<file path="config.mk">
export PLATFORM = sky130hd
export DESIGN_NAME = fpu_operand_align
export DESIGN_NICKNAME = d
export VERILOG_FILES = /design/src/rtl/fpu_operand_align.sv
export SDC_FILE = /design/constraint.sdc
export NUM_CORES = 1
export LEC_CHECK = 0
export ABC_AREA = 1
export BUFFER_PORTS_ARGS = -buffer_cell sky130_fd_sc_hd__buf_2
export CAP_MARGIN = 20
export CORE_MARGIN = 2
export CORE_UTILIZATION = 23
export DETAILED_ROUTE_END_ITERATION = 10
export GPL_TIMING_DRIVEN = 0
export PLACE_DENSITY_LB_ADDON = 0.05
export REMOVE_ABC_BUFFERS = 1
export SLEW_MARGIN = 40
export SYNTH_ARGS = -nofsm -noshare
export SYNTH_HDL_FRONTEND = slang
export SYNTH_SLANG_ARGS = --single-unit
</file>
<file path="constraint.sdc">
create_clock -name clk_i -period 11.6 [get_ports clk_i]
set_input_delay 2.32 -clock clk_i [delete_from_list [all_inputs] [get_ports clk_i]]
set_output_delay 2.32 -clock clk_i [all_outputs]
set_load 0.01 [all_outputs]
</file>
<file path="src/rtl/fpu_operand_align.sv">
// Operand alignment front end for the FP adder. It classifies both operands, orders them by
// magnitude and right-aligns the smaller significand with guard/round/sticky bits (two stages).
module fpu_operand_align #(
    parameter int unsigned EXP_W  = 8,
    parameter int unsigned FRAC_W = 23,
    localparam int unsigned W     = 1 + EXP_W + FRAC_W,
    localparam int unsigned M     = FRAC_W + 4
) (
    input  logic             clk_i,
    input  logic             rst_i,
    input  logic             valid_i,
    output logic             ready_o,
    input  logic [W-1:0]     x_i,
    input  logic [W-1:0]     y_i,
    output logic             valid_o,
    input  logic             ready_i,
    output logic             big_sign_o,
    output logic             small_sign_o,
    output logic [EXP_W-1:0] big_exp_o,
    output logic [EXP_W-1:0] exp_diff_o,
    output logic [M-1:0]     big_mant_o,
    output logic [M-1:0]     small_mant_o,
    output logic             swapped_o,
    output logic             x_zero_o,
    output logic             y_zero_o,
    output logic             x_inf_o,
    output logic             y_inf_o,
    output logic             x_nan_o,
    output logic             y_nan_o
);

    logic in_xfer, s1_adv, out_xfer;

    logic               s1_valid_q, s1_valid_d;
    logic               s1_big_sign_q, s1_big_sign_d;
    logic               s1_small_sign_q, s1_small_sign_d;
    logic               s1_swapped_q, s1_swapped_d;
    logic [EXP_W-1:0]   s1_big_exp_q, s1_big_exp_d;
    logic [EXP_W-1:0]   s1_exp_diff_q, s1_exp_diff_d;
    logic [FRAC_W:0]    s1_big_sig_q, s1_big_sig_d;
    logic [FRAC_W:0]    s1_small_sig_q, s1_small_sig_d;
    logic [5:0]         s1_flags_q, s1_flags_d;

    logic               s2_valid_q, s2_valid_d;
    logic               s2_big_sign_q, s2_small_sign_q, s2_swapped_q;
    logic [EXP_W-1:0]   s2_big_exp_q, s2_exp_diff_q;
    logic [M-1:0]       s2_big_mant_q, s2_big_mant_d;
    logic [M-1:0]       s2_small_mant_q, s2_small_mant_d;
    logic [5:0]         s2_flags_q;

    logic [EXP_W-1:0]   x_exp, y_exp, x_eff, y_eff, small_eff;
    logic [FRAC_W-1:0]  x_frac, y_frac;
    logic [FRAC_W:0]    x_sig, y_sig;
    logic [M-1:0]       ext, lost_mask;

    assign out_xfer = s2_valid_q && ready_i;
    assign s1_adv   = s1_valid_q && (!s2_valid_q || ready_i);
    assign ready_o  = !s1_valid_q || s1_adv;
    assign in_xfer  = valid_i && ready_o;

    always_comb begin
        s1_valid_d = s1_valid_q;
        if (in_xfer) begin
            s1_valid_d = 1'b1;
        end else if (s1_adv) begin
            s1_valid_d = 1'b0;
        end
        s2_valid_d = s2_valid_q;
        if (s1_adv) begin
            s2_valid_d = 1'b1;
        end else if (out_xfer) begin
            s2_valid_d = 1'b0;
        end
    end

    // Stage 1: classify, order by magnitude, compute exponent difference.
    always_comb begin
        x_exp  = x_i[W-2 -: EXP_W];
        y_exp  = y_i[W-2 -: EXP_W];
        x_frac = x_i[FRAC_W-1:0];
        y_frac = y_i[FRAC_W-1:0];
        x_eff  = (x_exp == '0) ? EXP_W'(1) : x_exp;
        y_eff  = (y_exp == '0) ? EXP_W'(1) : y_exp;
        x_sig  = {x_exp != '0, x_frac};
        y_sig  = {y_exp != '0, y_frac};

        s1_swapped_d = y_i[W-2:0] > x_i[W-2:0];
        if (s1_swapped_d) begin
            s1_big_sign_d   = y_i[W-1];
            s1_small_sign_d = x_i[W-1];
            s1_big_exp_d    = y_eff;
            small_eff       = x_eff;
            s1_big_sig_d    = y_sig;
            s1_small_sig_d  = x_sig;
        end else begin
            s1_big_sign_d   = x_i[W-1];
            s1_small_sign_d = y_i[W-1];
            s1_big_exp_d    = x_eff;
            small_eff       = y_eff;
            s1_big_sig_d    = x_sig;
            s1_small_sig_d  = y_sig;
        end
        s1_exp_diff_d = s1_big_exp_d - small_eff;

        s1_flags_d = {(x_exp == '0) && (x_frac == '0),
                      (y_exp == '0) && (y_frac == '0),
                      (x_exp == '1) && (x_frac == '0),
                      (y_exp == '1) && (y_frac == '0),
                      (x_exp == '1) && (x_frac != '0),
                      (y_exp == '1) && (y_frac != '0)};
    end

    // Stage 2: right-align the smaller significand, folding shifted-out bits into sticky.
    always_comb begin
        ext             = {s1_small_sig_q, 3'b000};
        lost_mask       = '0;
        s2_big_mant_d   = {s1_big_sig_q, 3'b000};
        s2_small_mant_d = '0;
        if (32'(s1_exp_diff_q) >= M) begin
            s2_small_mant_d = {{(M-1){1'b0}}, |s1_small_sig_q};
        end else begin
            lost_mask          = ~({M{1'b1}} << s1_exp_diff_q);
            s2_small_mant_d    = ext >> s1_exp_diff_q;
            s2_small_mant_d[0] = s2_small_mant_d[0] | (|(ext & lost_mask));
        end
    end

    always_ff @(posedge clk_i or posedge rst_i) begin
        if (rst_i) begin
            s1_valid_q      <= 1'b0;
            s1_big_sign_q   <= 1'b0;
            s1_small_sign_q <= 1'b0;
            s1_swapped_q    <= 1'b0;
            s1_big_exp_q    <= '0;
            s1_exp_diff_q   <= '0;
            s1_big_sig_q    <= '0;
            s1_small_sig_q  <= '0;
            s1_flags_q      <= '0;
            s2_valid_q      <= 1'b0;
            s2_big_sign_q   <= 1'b0;
            s2_small_sign_q <= 1'b0;
            s2_swapped_q    <= 1'b0;
            s2_big_exp_q    <= '0;
            s2_exp_diff_q   <= '0;
            s2_big_mant_q   <= '0;
            s2_small_mant_q <= '0;
            s2_flags_q      <= '0;
        end else begin
            s1_valid_q <= s1_valid_d;
            s2_valid_q <= s2_valid_d;
            if (in_xfer) begin
                s1_big_sign_q   <= s1_big_sign_d;
                s1_small_sign_q <= s1_small_sign_d;
                s1_swapped_q    <= s1_swapped_d;
                s1_big_exp_q    <= s1_big_exp_d;
                s1_exp_diff_q   <= s1_exp_diff_d;
                s1_big_sig_q    <= s1_big_sig_d;
                s1_small_sig_q  <= s1_small_sig_d;
                s1_flags_q      <= s1_flags_d;
            end
            if (s1_adv) begin
                s2_big_sign_q   <= s1_big_sign_q;
                s2_small_sign_q <= s1_small_sign_q;
                s2_swapped_q    <= s1_swapped_q;
                s2_big_exp_q    <= s1_big_exp_q;
                s2_exp_diff_q   <= s1_exp_diff_q;
                s2_big_mant_q   <= s2_big_mant_d;
                s2_small_mant_q <= s2_small_mant_d;
                s2_flags_q      <= s1_flags_q;
            end
        end
    end

    assign valid_o      = s2_valid_q;
    assign big_sign_o   = s2_big_sign_q;
    assign small_sign_o = s2_small_sign_q;
    assign swapped_o    = s2_swapped_q;
    assign big_exp_o    = s2_big_exp_q;
    assign exp_diff_o   = s2_exp_diff_q;
    assign big_mant_o   = s2_big_mant_q;
    assign small_mant_o = s2_small_mant_q;
    assign {x_zero_o, y_zero_o, x_inf_o, y_inf_o, x_nan_o, y_nan_o} = s2_flags_q;

endmodule

</file>
== Yosys cells after proc, flatten, opt, wreduce, memory -nomap -nowiden ==
Cells that the tools add are included.
Cells by class
  add/subtract/negate cells: 1
  $mul: 0
  div/mod/pow operators: 0
  order comparisons: 2
  eq/ne operators: 2
  shifts and indexed selects: 2
  mux-type cells: 13
  bitwise logic cells: 3
  reductions and logical operators: 25
Operator list (count)
  $mux 24: 2
  $logic_not 23->1: 2
  $reduce_bool 23->1: 2
  $mux 8: 4
  $gt 31x31->1: 1
  $and 27x27->27: 1
  $mux 27: 1
  $not 27->27: 1
  $reduce_or 27->1: 1
  $shl 27x8->27 const A: 1
  $shr 27x8->27: 1
  $reduce_or 24->1: 1
  $eq 8x8->1 const B: 2
  $logic_not 8->1: 2
  $reduce_bool 8->1: 2
  $logic_and 1x1->1: 9
  $ge 8x5->1 const B: 1
  $sub 8x8->8: 1
  $mux 1: 6
  $reduce_bool 2->1: 2
  $logic_not 1->1: 2
  $logic_or 1x1->1: 2
  $or 1x1->1: 1
Storage, ports and cells
  bits in registers: 151
  bits in latches: 0
  RAM bits: 0
  ROM bits: 0
  input bits: 68
  memories: 0

== Depth between registers and ports, before layout ==
Gate-level depths: netlist (run 1).
  depth after elaboration: 6
  gate-level depth with buffers: 27
  gate-level depth less buffers: 26

== Worst setup path before layout (run 1) ==
Ideal clock, no wire load.
  kind: input port to flip-flop
  from: input x_i[22]
  to: register s1_exp_diff_q[6]
  setup time: 0.083 ns
  data arrival time: 5.213 ns
  required time: 11.517 ns
  slack: 6.305 ns
  stages: 23
  path buffers: 1
  path through: inv_1 -> ha_1 -> nand2_1 -> nor3_2 -> nand3_1 -> nor3_1 -> nand2_1 -> nand2_2 -> nand2_4 -> buf_2 -> o21ai_0 -> o21ai_1 -> ha_1 -> fa_1 -> or2_2 -> nand2_1 -> nand2_1 -> nand2_1 -> nand2_1 -> nand2_1 -> a21oi_1 -> xor2_1 -> o21ai_0
On the way
  word-level cells in the longest chain between the ends: 3
  elaborated cells between the ends (all ways): 4
  those cells by class: add/sub: 1; order compare: 1; mux: 2
Ends and longest elaborated chain
  start, declared: RTL line 13  | input logic [W-1:0] x_i,
  $gt 31x31->1 *: RTL line 87  | s1_swapped_d = y_i[W-2:0] > x_i[W-2:0];
  $mux 8: RTL line 88  | if (s1_swapped_d) begin
  $sub 8x8->8 *: RTL line 103  | s1_exp_diff_d = s1_big_exp_d - small_eff;
  end signal, assigned: RTL line 156  | s1_exp_diff_q <= s1_exp_diff_d;
  end, declared: RTL line 39  | logic [EXP_W-1:0] s1_exp_diff_q, s1_exp_diff_d;
Every way passes the cells marked *; elsewhere a longest branch is shown, timed or not.
A chain may end at the register's enable or synchronous reset.

== Worst setup path in the final report (run 1) ==
  from: input x_i[14]
  to: register s1_exp_diff_q[5]
On the way
  word-level cells in the longest chain between the ends: 3
  elaborated cells between the ends (all ways): 4
  those cells by class: add/sub: 1; order compare: 1; mux: 2
Ends and longest elaborated chain
  $gt 31x31->1: RTL line 87
  $mux 8: RTL line 88
  via s1_big_exp_d[2]: RTL line 38  | logic [EXP_W-1:0] s1_big_exp_q, s1_big_exp_d;
  $sub 8x8->8: RTL line 103
The timed path passes the listed nets, and every way through them passes these cells.

==> results_dict.tcl, run 1 <==
set metrics [dict create \
    p_int_mw 1.30 \
    syn_inst 1384 \
    fmax_mhz 152 \
    post_drt_via_cell_ratio 4.55 \
    critPathRequiredTime_ns 11.91 \
    grt_max_degree 74 \
    cts.sinks 151 \
    min_path_cells 2 \
    synth_area_leaders "dfrtp_1 (40%), nand2_1 (21%), nand3_1 (12%)" \
    routedWlPerCell_um 17.3 \
    fin_crit_ns 6.59 \
    ys_seq_area_share_pct 39.6 \
    synth_cell_type_count 41 \
    path_clk_slew_ns 0.08 \
    vias 9196 \
    crit_chain "buf_2 > inv_1 > ha_1 > nand2_1 > nor2_1 > nand4_1 > nor3_1 > nand3_4 > nand2_8 > nand2_1 > and2_1 > ha_1 > nand2_1 > nand2_1 > a31oi_1 > inv_1 > nand2_1 > nand2_1 > nand2_1 > nand2_1 > o21ai_0 > o21ai_0" \
    ff2ff_path_depth 8 \
    synth.cell_area_um2 9530 \
    slowest_stage "nand2_8" \
    routed_wl_mm 35.0 \
    async_flop_share_pct 100 \
    syn2layout_area_growth_pct 19.2 \
    cts-root-buf "clkbuf_16" \
    setup_viol 0 \
    die_w_um 208 \
    cp_max_fo 73 \
    core_area_um2 40800 \
    synth_common_cells "nand2_1 (532), nand3_1 (223), dfrtp_1 (151), inv_1 (118), o21ai_0 (71)" \
    pwr-share-clk_pct 26.9 \
    post-synth-top-count-cell "nand2_1" \
    grt_usage_pct 16.5 \
    synth_edf_count 0 \
    cts_hold_buf 0 \
    switching_share_pct 42.1 \
    ys_warn_count 0 \
    yosysTopAreaCell "dfrtp_1" \
    cts_tree "done" \
    grt_overflow 0 \
    power.net_switching_mw 0.950 \
    drive_gt1_share_pct 13.6 \
    start_util_pct 23.3 \
    ant_nets 0 \
    seq_power_share_pct 35.1 \
    worstPathArrival_ns 6.90 \
    synth_top_area_share_pct 39.6 \
    h-tree-depth 4 \
    grt_pass1_wl_mm 55.3 \
    dp_hpwl_mm 25.0 \
    fp.dieArea_um2 43100 \
    cap_violations 0 \
    die_h_um 208 \
    rows 74 \
    synth-seq-cells 151 \
    worstSetupPathType "input pin to flip-flop" \
    hold_viol_final 0 \
    fin_skew_ns 0.0174 \
    slowest_delay_ns 0.72 \
    final_cells 2023 \
    startpoint_type "input pin" \
    tightest_slew_ns 0.835 \
    avgSynthCellArea_um2 6.89 \
    ir_drop_v 0.0000965 \
    synthFlopType "dfrtp_1" \
    drt_first_pass_iters 5 \
    grt_pass1_vias 9146 \
    finalWeightedCongestion 0.789 \
    portBuffers 145 \
    power_mw 2.25 \
    dp_cells 1990 \
    postCtsSetupBuffers 0 \
    cts_max_path_buffers 2 \
    drv_slew 0 \
    slew-limit-headroom_pct 44.3 \
    route.detailed.drc 0 \
    fin_setup_tns_ns 0 \
    grt_setup_unrepaired "no" \
    status "completed" \
    drt_iter0_markers 442 \
    cts_resized 0 \
    cts_buffers 17 \
    hp-class "flip-flop to flip-flop" \
    end_kind "flip-flop" \
    fin_crit_sh_pct 56.8 \
    nets 1584 \
    combPwrFrac_pct 38.0 \
    clock_latency_ns 0.45 \
    antenna_found_initial 6 \
    power_leakage_nw 6.05 \
    crit_top_cell "nand2_1" \
    ios 149 \
    powerDensity_nw_per_um2 198 \
]
power by group through the flow:
stage          clock, mW  sequential, mW  combinational (mW)
6_report           0.607           0.792               0.855
5_1_grt            0.654           0.812               0.983
4_1_cts            0.633           0.794               0.877
3_5_place_dp           0           0.803               0.872
3_3_place_gp           0           0.801               0.858
2_1_floorplan          0           0.796               0.507
area by class of cell:
cell class,instances,area (um2)
tap,532,666
antenna,1,2.50
multi-input combinational,1035,4960
fill,4492,29500
sequential,151,3780
inverter,121,470
clock inverter,10,141
timing repair buffer,151,868
clock buffer,22,474
metal layers:
metal  part of all wire (%)  global-route usage [%]  vias to the layer above
li1                       -                       -                     4680
met1                     47                    21.7                     4321
met2                     48                    27.6                      152
met3                    3.7                    3.45                       33
met4                    1.4                    3.77                       10
met5                   0.18                       0                        -
cells in the final DEF, fill, tap and decap left out, types with 3 or more instances in the layout:
master	instances
bufinv_16	3
clkbuf_16	17
nor2_1	46
dfrtp_2	4
conb_1	3
clkbuf_8	3
o21ai_1	12
nand2_4	3
dfrtp_1	147
buf_16	3
nor4_1	7
nand4_1	20
buf_2	145
o211ai_1	10
inv_1	115
nand2_1	530
inv_6	3
ha_1	38
o21ai_0	71
nor3_1	5
and2_1	6
buf_12	3
a21oi_1	29
clkinv_2	3
o21a_1	4
nand3_1	223
a22o_1	4
worst max-delay path: cells and delay by family:
kind            cells  cell delay, ns
simple gates       14            2.74
compound gates      3            0.89
fa+ha+maj           2            0.64
buf+inv             3            0.24
stage by stage:
| step | hold slack (ns) | cell area (um2) | utilization (%) | worst slack, ns |
|---|---|---|---|---|
| 2_1_floorplan | 0.442 | 9140 | - | 5.22 |
| 3_3_place_gp | 0.458 | 10500 | 25.8 | 2.62 |
| 3_5_place_dp | 0.459 | 10700 | 26.3 | 4.51 |
| 4_1_cts | 0.473 | 11400 | 27.8 | 4.99 |
| 5_1_grt | 0.488 | 11400 | 27.8 | 4.51 |
| 6_report | 0.473 | 11400 | 27.8 | 5.01 |
path summary, 6_finish.rpt:
kind	start	to	slack [ns]
max reg2reg	s1_exp_diff_q[2]	small_mant_o[23]	8.43
min in group asynchronous	rst_i	valid_o	1.84
max in group asynchronous	rst_i	big_mant_o[7]	8.79
min reg2reg	s1_big_sig_q[12]	big_mant_o[15]	0.47
min	s1_big_sig_q[12]	big_mant_o[15]	0.47
max	x_i[14]	s1_exp_diff_q[5]	5.01
flip-flops by register name, summed over array words and instances (netlist names), 6 cells and up:
register	count
s1_small_sig_q	24
s1_big_sig_q	24
big_mant_o	24
s2_flags_q	6
exp_diff_o	8
s1_flags_q	6
s1_big_exp_q	8
big_exp_o	8
small_mant_o	27
s1_exp_diff_q	8
cell families after synthesis:
family	share of synthesized area, %
AND/OR/NAND/NOR	37.7
other	0.0393
adder cells (fa/ha/maj)	5.20
buffers and inverters	8.95
flip-flops	39.6
AO/OA/AOI/OAI	8.19
XOR/XNOR	0.276
Note: power is estimated with default switching activity, not from simulation.
==> inputs of run 2 (changes only) <==
- clock period: 11.6 -> 5.6 ns (I/O delays scaled with it)
==> run 2 against run 1 <==
Effect of this change: critical path depth decreased by 1; clock skew about the same; total power increased by 110%; register-to-register slack got worse by 6.0 ns; sequential share of layout area decreased by 0.062 points; design area increased by 0.19%; clock-buffer cell count unchanged; clock power increased by 110%; final cell count about the same; sequential power increased by 110%; worst hold slack about the same; non-clock buffer count unchanged; critical path type unchanged; highest routed layer unchanged.
==> results_dict.tcl, run 2 (synthesis results as in run 1) <==
set metrics [dict create \
    cts_buffers 17 \
    antenna_found_initial 6 \
    final.fill_count 4490 \
    routed_wl_mm 35.5 \
    cts_hold_buf 0 \
    ios 149 \
    ir_drop_v 0.000201 \
    largest_register_ffs 27 \
    cts_tree "done" \
    die_w_um 208 \
    slowest_delay_ns 0.58 \
    ant_nets 0 \
    drt_iter0_markers 472 \
    fp.dieArea_um2 43100 \
    hold_slack_ns 0.472 \
    switching_share_pct 42.2 \
    rows 74 \
    grt_overflow 0 \
    h-tree-depth 4 \
    die_h_um 208 \
    final_cell_mix "nand2_1 (530), nand3_1 (223), dfrtp_1 (147), buf_2 (145), inv_1 (115)" \
    powerDensity_nw_per_um2 411 \
    cts_resized 0 \
    path_clk_slew_ns 0.08 \
    clock_latency_ns 0.46 \
    start_util_pct 23.3 \
    hold_viol_final 0 \
    syn2layout_area_growth_pct 19.4 \
    crit_top_cell "nand2_1" \
    power_leakage_nw 6.05 \
    pwr-share-clk_pct 27.0 \
    cts-root-buf "clkbuf_16" \
    postCtsSetupBuffers 0 \
    drive_gt1_share_pct 13.7 \
    grt_usage_pct 16.5 \
    finalWeightedCongestion 0.789 \
    fin_crit_sh_pct 91.9 \
    setup_viol 0 \
    post_drt_via_cell_ratio 4.56 \
    status "completed" \
    startpoint_type "input pin" \
    worstPathArrival_ns 5.46 \
    grt_pass1_vias 9146 \
    fin_setup_tns_ns 0 \
    fin_crit_ns 5.15 \
    cp_max_fo 60 \
    power_mw 4.68 \
    drt_first_pass_iters 5 \
    power.net_switching_mw 1.97 \
    cts.sinks 151 \
    end_kind "flip-flop" \
    worstSetupPathType "input pin to flip-flop" \
    dp_hpwl_mm 25.0 \
    combPwrFrac_pct 38.0 \
    tightest_slew_ns 0.816 \
    seq_power_share_pct 35.1 \
    hp-class "flip-flop to flip-flop" \
    vias 9224 \
    grt_setup_unrepaired "no" \
    drv_slew 0 \
    critPathRequiredTime_ns 5.91 \
    slew-limit-headroom_pct 45.6 \
    crit_chain "buf_2 > inv_1 > ha_1 > nand2_1 > nor3_2 > nand3_1 > nor3_1 > nand2_1 > nand2_4 > nand2_8 > o21ai_1 > inv_1 > ha_1 > a31oi_1 > inv_1 > nand2_1 > nand2_1 > nand2_1 > nand2_1 > o21ai_0 > o21ai_0" \
    fin_skew_ns 0.0174 \
    slowest_stage "nand2_4" \
    portBuffers 145 \
    grt_pass1_wl_mm 55.3 \
    fmax_mhz 194 \
    core_area_um2 40800 \
    fin_util_pct 27.9 \
    layout_commonest_cell "nand2_1" \
    cts_max_path_buffers 2 \
    reg2reg_slack_ns 2.41 \
    route.detailed.drc 0 \
    nets 1586 \
    routedWlPerCell_um 17.5 \
    grt_max_degree 74 \
    cap_violations 0 \
    p_int_mw 2.70 \
]
[run 2: cell count changes in the layout (fill, tap and decap cells not counted), sizes merged]
cell | before | now
nand2 | 535 | 536
nand3 | 224 | 225
[run 2: final cells by class]
| cell class | count | area (um2) | share of cell area (%) |
|---|---|---|---|
| Multi-Input combinational cell | 1037 | 4980 | 43.7 |
| Sequential cell | 151 | 3780 | 33.2 |
| Timing Repair Buffer | 151 | 868 | 7.63 |
| Tap cell | 532 | 666 | 5.85 |
| Clock buffer | 22 | 474 | 4.17 |
| Inverter | 121 | 470 | 4.13 |
| Clock inverter | 10 | 141 | 1.24 |
| Antenna cell | 1 | 2.50 | 0.0220 |
[run 2: critical path, delay by kind of cell]
family	cells	cell delay, ns
AND/OR/NAND/NOR	11	2.10
adder cells (fa/ha/maj)	2	0.60
buffers and inverters	4	0.31
AO/OA/AOI/OAI	4	1.25
[run 2: power by group through the flow]
stage	combinational, mW	clock [mW]	sequential [mW]
after floorplan	1.05	0	1.65
after global placement	1.78	0	1.66
after detailed placement	1.81	0	1.66
after CTS	1.82	1.31	1.65
after global routing	2.04	1.35	1.68
final	1.78	1.26	1.64
[run 2: worst paths after layout]
kind,startpoint,end,cells after the start
hold reg to reg,s1_big_sig_q[12],big_mant_o[15],2
setup reg to reg,s1_exp_diff_q[2],small_mant_o[23],8
setup / recovery,x_i[22],s1_exp_diff_q[5],21
max in group asynchronous,rst_i,big_mant_o[7],4
min in group asynchronous,rst_i,valid_o,2
hold / removal,s1_big_sig_q[12],big_mant_o[15],2
[run 2: per-layer routing]
metal / wire, um / track usage (%) / vias to the layer above / share of wire (%)
li1: - / - / 4684 / -
met1: 16600 / 21.7 / 4344 / 47
met2: 17100 / 27.6 / 153 / 48
met3: 1310 / 3.45 / 33 / 3.7
met4: 434 / 3.77 / 10 / 1.2
met5: 71 / 0 / - / 0.20
[run 2: metrics by stage]
stage | setup WS (ns) | std cells | instance area, um2
2_1_floorplan | 0.415 | 1307 | 9140
3_5_place_dp | -0.293 | 1990 | 10700
4_1_cts | 0.193 | 2022 | 11400
3_3_place_gp | -2.18 | 1984 | 10500
6_report | 0.453 | 2025 | 11400
5_1_grt | 0.0119 | 2024 | 11400
